**src/rtl/i2c_pkg.sv**
```systemverilog
// Shared I2C definitions used by both the initiator and the target side.
// Holds the receive FSM state encoding and the R/W bit meaning.
package i2c_pkg;

  typedef enum logic [2:0] {
    ST_IDLE,
    ST_ADDR,
    ST_ADDR_ACK,
    ST_DATA,
    ST_DATA_ACK,
    ST_IGNORE
  } i2c_state_e;

  localparam logic I2C_RW_WRITE = 1'b0;

endpackage

```
**src/rtl/i2c_bus_sync.sv**
```systemverilog
// Brings SCL/SDA into the system clock domain and derives edge and
// START/STOP condition pulses from the synchronized levels.
module i2c_bus_sync #(
  parameter int SYNC_STAGES = 2
) (
  input  logic clk_i,
  input  logic rst_ni,
  input  logic scl_i,
  input  logic sda_i,
  output logic scl_o,
  output logic sda_o,
  output logic scl_rise_o,
  output logic scl_fall_o,
  output logic start_o,
  output logic stop_o
);

  logic [SYNC_STAGES-1:0] scl_sync_q;
  logic [SYNC_STAGES-1:0] sda_sync_q;
  logic                   scl_hist_q;
  logic                   sda_hist_q;

  // Idle bus level is high, so everything resets to 1 to avoid false edges.
  always_ff @(posedge clk_i or negedge rst_ni) begin
    if (!rst_ni) begin
      scl_sync_q <= '1;
      sda_sync_q <= '1;
      scl_hist_q <= 1'b1;
      sda_hist_q <= 1'b1;
    end else begin
      scl_sync_q <= {scl_sync_q[SYNC_STAGES-2:0], scl_i};
      sda_sync_q <= {sda_sync_q[SYNC_STAGES-2:0], sda_i};
      scl_hist_q <= scl_sync_q[SYNC_STAGES-1];
      sda_hist_q <= sda_sync_q[SYNC_STAGES-1];
    end
  end

  assign scl_o      = scl_sync_q[SYNC_STAGES-1];
  assign sda_o      = sda_sync_q[SYNC_STAGES-1];
  assign scl_rise_o = scl_o & ~scl_hist_q;
  assign scl_fall_o = ~scl_o & scl_hist_q;
  assign start_o    = sda_hist_q & ~sda_o & scl_o;
  assign stop_o     = ~sda_hist_q & sda_o & scl_o;

endmodule

```
**src/rtl/i2c_target_rx.sv**
```systemverilog
// I2C target receiver: matches a 7-bit write address, ACKs each byte it can
// store and hands received bytes to a valid/ready consumer.
module i2c_target_rx #(
  parameter logic [6:0] ADDR        = 7'h1A,
  parameter int         SYNC_STAGES = 2
) (
  input  logic       sys_clk,
  input  logic       sys_rst_n,
  input  logic       scl_i,
  input  logic       sda_i,
  output logic       sda_oe,
  output logic       bus_busy,
  output logic [7:0] rx_data,
  output logic       rx_valid,
  input  logic       rx_ready,
  output logic       rx_first,
  output logic       rx_overrun,
  output logic       start_det
);
  import i2c_pkg::*;

  logic scl_s, sda_s, scl_rise, scl_fall, start_cond, stop_cond;

  i2c_bus_sync #(.SYNC_STAGES(SYNC_STAGES)) u_sync (
    .clk_i     (sys_clk),
    .rst_ni    (sys_rst_n),
    .scl_i     (scl_i),
    .sda_i     (sda_i),
    .scl_o     (scl_s),
    .sda_o     (sda_s),
    .scl_rise_o(scl_rise),
    .scl_fall_o(scl_fall),
    .start_o   (start_cond),
    .stop_o    (stop_cond)
  );

  i2c_state_e state_q;
  logic [2:0] bit_cnt_q;
  logic [6:0] shift_q;
  logic       ack_drv_q;
  logic       first_q;
  logic       sda_oe_q, bus_busy_q, rx_valid_q, rx_first_q, rx_overrun_q, start_det_q;
  logic [7:0] rx_data_q;
  logic [7:0] byte_w;
  logic       free_slot;

  assign byte_w    = {shift_q, sda_s};
  // A consumer accepting in this very cycle frees the slot for the new byte.
  assign free_slot = !rx_valid_q || rx_ready;

  always_ff @(posedge sys_clk or negedge sys_rst_n) begin
    if (!sys_rst_n) begin
      state_q      <= ST_IDLE;
      bit_cnt_q    <= 3'd0;
      shift_q      <= 7'd0;
      ack_drv_q    <= 1'b0;
      first_q      <= 1'b0;
      sda_oe_q     <= 1'b0;
      bus_busy_q   <= 1'b0;
      rx_valid_q   <= 1'b0;
      rx_data_q    <= 8'd0;
      rx_first_q   <= 1'b0;
      rx_overrun_q <= 1'b0;
      start_det_q  <= 1'b0;
    end else begin
      start_det_q  <= 1'b0;
      rx_overrun_q <= 1'b0;
      if (rx_valid_q && rx_ready) rx_valid_q <= 1'b0;

      if (start_cond) begin
        state_q     <= ST_ADDR;
        bit_cnt_q   <= 3'd0;
        sda_oe_q    <= 1'b0;
        ack_drv_q   <= 1'b0;
        start_det_q <= 1'b1;
        bus_busy_q  <= 1'b1;
      end else if (stop_cond) begin
        state_q    <= ST_IDLE;
        sda_oe_q   <= 1'b0;
        ack_drv_q  <= 1'b0;
        bus_busy_q <= 1'b0;
      end else begin
        case (state_q)
          ST_ADDR: begin
            if (scl_rise) begin
              shift_q   <= byte_w[6:0];
              bit_cnt_q <= bit_cnt_q + 3'd1;
              if (bit_cnt_q == 3'd7) begin
                if (byte_w[7:1] == ADDR && byte_w[0] == I2C_RW_WRITE) state_q <= ST_ADDR_ACK;
                else                                                 state_q <= ST_IGNORE;
              end
            end
          end
          // First SCL fall opens the ACK bit, the second one closes it.
          ST_ADDR_ACK, ST_DATA_ACK: begin
            if (scl_fall) begin
              if (!ack_drv_q) begin
                sda_oe_q  <= 1'b1;
                ack_drv_q <= 1'b1;
              end else begin
                sda_oe_q  <= 1'b0;
                ack_drv_q <= 1'b0;
                if (state_q == ST_ADDR_ACK) first_q <= 1'b1;
                state_q <= ST_DATA;
              end
            end
          end
          ST_DATA: begin
            if (scl_rise) begin
              shift_q   <= byte_w[6:0];
              bit_cnt_q <= bit_cnt_q + 3'd1;
              if (bit_cnt_q == 3'd7) begin
                if (free_slot) begin
                  rx_data_q  <= byte_w;
                  rx_first_q <= first_q;
                  first_q    <= 1'b0;
                  rx_valid_q <= 1'b1;
                  state_q    <= ST_DATA_ACK;
                end else begin
                  rx_overrun_q <= 1'b1;
                  state_q      <= ST_IGNORE;
                end
              end
            end
          end
          ST_IGNORE: begin
            if (!scl_s) sda_oe_q <= 1'b0;
          end
          default: ;
        endcase
      end
    end
  end

  assign sda_oe     = sda_oe_q;
  assign bus_busy   = bus_busy_q;
  assign rx_data    = rx_data_q;
  assign rx_valid   = rx_valid_q;
  assign rx_first   = rx_first_q;
  assign rx_overrun = rx_overrun_q;
  assign start_det  = start_det_q;

endmodule
```
**config.mk**
```make
export PLATFORM = sky130hd
export DESIGN_NAME = i2c_target_rx
export DESIGN_NICKNAME = d
export VERILOG_FILES = /design/src/rtl/i2c_pkg.sv /design/src/rtl/i2c_bus_sync.sv /design/src/rtl/i2c_target_rx.sv
export SDC_FILE = /design/constraint.sdc
export NUM_CORES = 1
export LEC_CHECK = 0
export CAP_MARGIN = 0
export CORE_MARGIN = 10
export CORE_UTILIZATION = 55
export CTS_BUF_LIST = sky130_fd_sc_hd__clkbuf_4
export CTS_CLUSTER_SIZE = 14
export DETAILED_ROUTE_END_ITERATION = 10
export PLACE_DENSITY_LB_ADDON = 0.2
export SLEW_MARGIN = 20
export SYNTH_ARGS = -nofsm -noshare
export SYNTH_HDL_FRONTEND = slang
export SYNTH_SLANG_ARGS = --single-unit
export TNS_END_PERCENT = 20
```
**constraint.sdc**
```tcl
create_clock -name sys_clk -period 2.25 [get_ports sys_clk]
set_clock_uncertainty 0.05 [all_clocks]
set_input_delay 0.5625 -clock sys_clk [delete_from_list [all_inputs] [get_ports sys_clk]]
set_output_delay 0.5625 -clock sys_clk [all_outputs]
set_load 0.05 [all_outputs]
```
==> impl_metrics.yaml <==
outcome:
  outcome: "finished clean"
power:
  seqPwrFrac: 0.608
  power_density_nw_per_um2: 695
  ir_drop_v: 0.000675
  p_switching_uw: 371
  p_sw_frac: 0.285
  clockPowerShare: 0.251
  p_comb_frac: 0.140
  p_total_mw: 1.30
  power_leakage_nw: 0.843
  p_int_uw: 930
drt:
  num_vias: 1031
  drt-total-wl_mm: 2.88
  drt_iter0_markers: 76
  drc: 0
  drt-vias-per-instance: 5.66
  antenna_left: 0
  firstDrtPassIters: 4
  routedWlPerCell_um: 15.8
yosys:
  ys_ff_latch: 35
  syn_inst: 126
  ys.flop_type: "dfrtp_1"
  synth_edf_count: 0
  synthArstFlopShare: 1.00
  syn-cell-area_um2: 1600
  yosysTopAreaCell: "dfrtp_1"
  synth.area.top_cells: "dfrtp_1, dfstp_2, mux2_4, mux2_2, ha_1"
  synth_top_area_frac: 0.454
  yosysUniqueCellTypes: 39
  synth_nets: 134
  synth_seq_area_share: 0.552
  yosys_warnings: 0
  syn_avg_cell_area_um2: 12.7
cells_and_area:
  layout-drive-gt1-share: 0.252
  diodes: 0
  area_delta_synth_final_pct: 17.1
  regArea_um2: 883
  multi_input_area_um2: 674
  nets: 158
  n_fill_cell: 217
clock_tree:
  cts-hold-fix-buffers: 0
  cts_resized: 0
  cts_root_buf: "clkbuf_4"
  post_cts_buffers: 0
  cts.sinks: 35
  clk_path_buf_depth: 2
  cts.clk_slew.worst_paths_ns: 0.10
  clk_latency_ns: 0.34
  cts_buffers: 5
  cts_tree: "built"
  h-tree-depth: 2
timing:
  fmax_mhz: 462
  worst_slew_pin_slew_ns: 0.505
  setup_viol: 0
  setup_tns_ns: 0
  fin_crit_sh: 0.963
  fin_crit_ns: 2.17
  maxSlewHeadroom: 0.662
  final-max-slew-violation-count: 0
  hold_viol: 0
  rsz0062_at_grt: "no"
placement:
  port_buffers: 18
  place_congestion: 0.782
  hpwl_mm: 2.17
worst_setup_path:
  cp.arrival_ns: 1.55
  path_delay_family: "buffers and inverters"
  crit_path_max_fanout: 3
  crit_chain: "clkdlybuf4s50_1"
  cp-end-kind: "output port"
  slowest_delay_ns: 0.82
  critPathSlowestCell: "clkdlybuf4s50_1"
  cp.buffers_inverters: 1
  cp_data_required_time_ns: 1.64
  start_kind: "register"
  critical_path_class: "register to output port"
grt:
  antenna_found_initial: 0
  grt_max_degree: 36
  grt_first_pass_wirelength_mm: 4.82
  overflow: 0
  grt.total_usage: 0.115
  grt_pass1_vias: 1043
worst_hold_path:
  min_path_type: "register to register"
job:
  drv_cap: 0
die:
  initial_core_util: 0.580
  num_rows: 19
  fp.dieW_um: 73.9
  dieArea_um2: 5460
  die_h_um: 73.9
  io_pins: 19
  core_um2: 2760
==> layer usage <==
metal  track usage  wire (um)
met5             0          0
met4        0.0621         63
met3        0.0471        210
met2         0.176       1360
met1         0.135       1250
==> flip-flops by register name (all words and copies together), names as in the netlist, 2 cells and up <==
name	cells
bit_cnt_q	3
rx_data	8
shift_q	7
state_q	3
u_sync.scl_sync_q	2
u_sync.sda_sync_q	2
==> final timing paths <==
check                      slack [ns]            startpoint              endpoint  depth (start not counted)
setup / recovery                 0.08              bus_busy              bus_busy                          1
hold / removal                   0.31  u_sync.sda_sync_q[0]  u_sync.sda_sync_q[1]                          0
setup reg to reg                 0.35          bit_cnt_q[0]            rx_data[5]                          6
hold reg to reg                  0.31  u_sync.sda_sync_q[0]  u_sync.sda_sync_q[1]                          0
max in group asynchronous        1.24             sys_rst_n  u_sync.sda_sync_q[0]                          2
min in group asynchronous        0.58             sys_rst_n            rx_data[1]                          2
==> cells in the mapped netlist, types with 2 or more instances <==
master,n
nand2b_1,4
inv_1,4
and2_1,2
dfrtp_1,29
a31oi_1,2
and4bb_2,2
and3b_1,3
a22o_1,2
dfstp_2,6
buf_2,3
nand2_1,9
mux2_2,6
mux2_4,9
a21oi_1,5
nor3b_1,2
nor2_1,6
o21ai_0,7
ha_1,3
o221ai_1,2
==> through the flow <==
step | hold WS (ns) | setup WS (ns) | area, um2 | std cells | util
after floorplan | 0.217 | 0.526 | 1600 | 126 | -
after CTS | 0.314 | 0.0572 | 1870 | 182 | 0.679
after detailed placement | 0.298 | 0.246 | 1810 | 174 | 0.658
after global placement | 0.297 | 0.278 | 1810 | 174 | 0.658
after global routing | 0.320 | 0.0289 | 1870 | 182 | 0.679
final | 0.314 | 0.0837 | 1870 | 182 | 0.679
==> cell type report <==
cell class | count | area share
repair buffers | 21 | 0.108
well taps | 31 | 0.0207
clock inverters | 3 | 0.0107
flip-flops and latches | 35 | 0.472
multi-input cells | 83 | 0.360
inverters | 4 | 0.00802
clock buffers | 5 | 0.0201
==> cell usage in the layout, fill, tap and decap left out, types with 2 or more instances in the layout <==
| master | Yosys | layout |
|---|---|---|
| ha_1 | 3 | 3 |
| dfrtp_1 | 29 | 29 |
| clkdlybuf4s50_1 | 0 | 18 |
| and3b_1 | 3 | 3 |
| dfstp_2 | 6 | 6 |
| a31oi_1 | 2 | 2 |
| inv_1 | 4 | 4 |
| a22o_1 | 2 | 2 |
| nor2_1 | 6 | 6 |
| a21oi_1 | 5 | 5 |
| nand2_1 | 9 | 9 |
| and4bb_2 | 2 | 2 |
| o21ai_0 | 7 | 7 |
| o221ai_1 | 2 | 2 |
| clkbuf_4 | 0 | 5 |
| and2_1 | 2 | 2 |
| nor3b_1 | 2 | 2 |
| clkinvlp_4 | 0 | 2 |
| nand2b_1 | 4 | 4 |
| mux2_2 | 6 | 6 |
| mux2_4 | 9 | 9 |
| buf_4 | 0 | 3 |
==> power groups by stage <==
stage	registers, mW	logic [mW]	clock network, mW
floorplan	0.781	0.134	0
global placement	0.796	0.175	0
detailed placement	0.804	0.183	0
CTS	0.791	0.187	0.345
global route	0.805	0.207	0.367
finish	0.791	0.183	0.327
==> cells by family after synthesis <==
group	count (synthesis)	share of synthesized area
AO/OA/AOI/OAI	27	0.113
XOR/XNOR	2	0.0157
adder cells (fa/ha/maj)	4	0.0297
buffers and inverters	8	0.0258
flip-flops	35	0.552
multiplexers	16	0.133
AND/OR/NAND/NOR	34	0.131
Power figures use the tool's default switching activity.
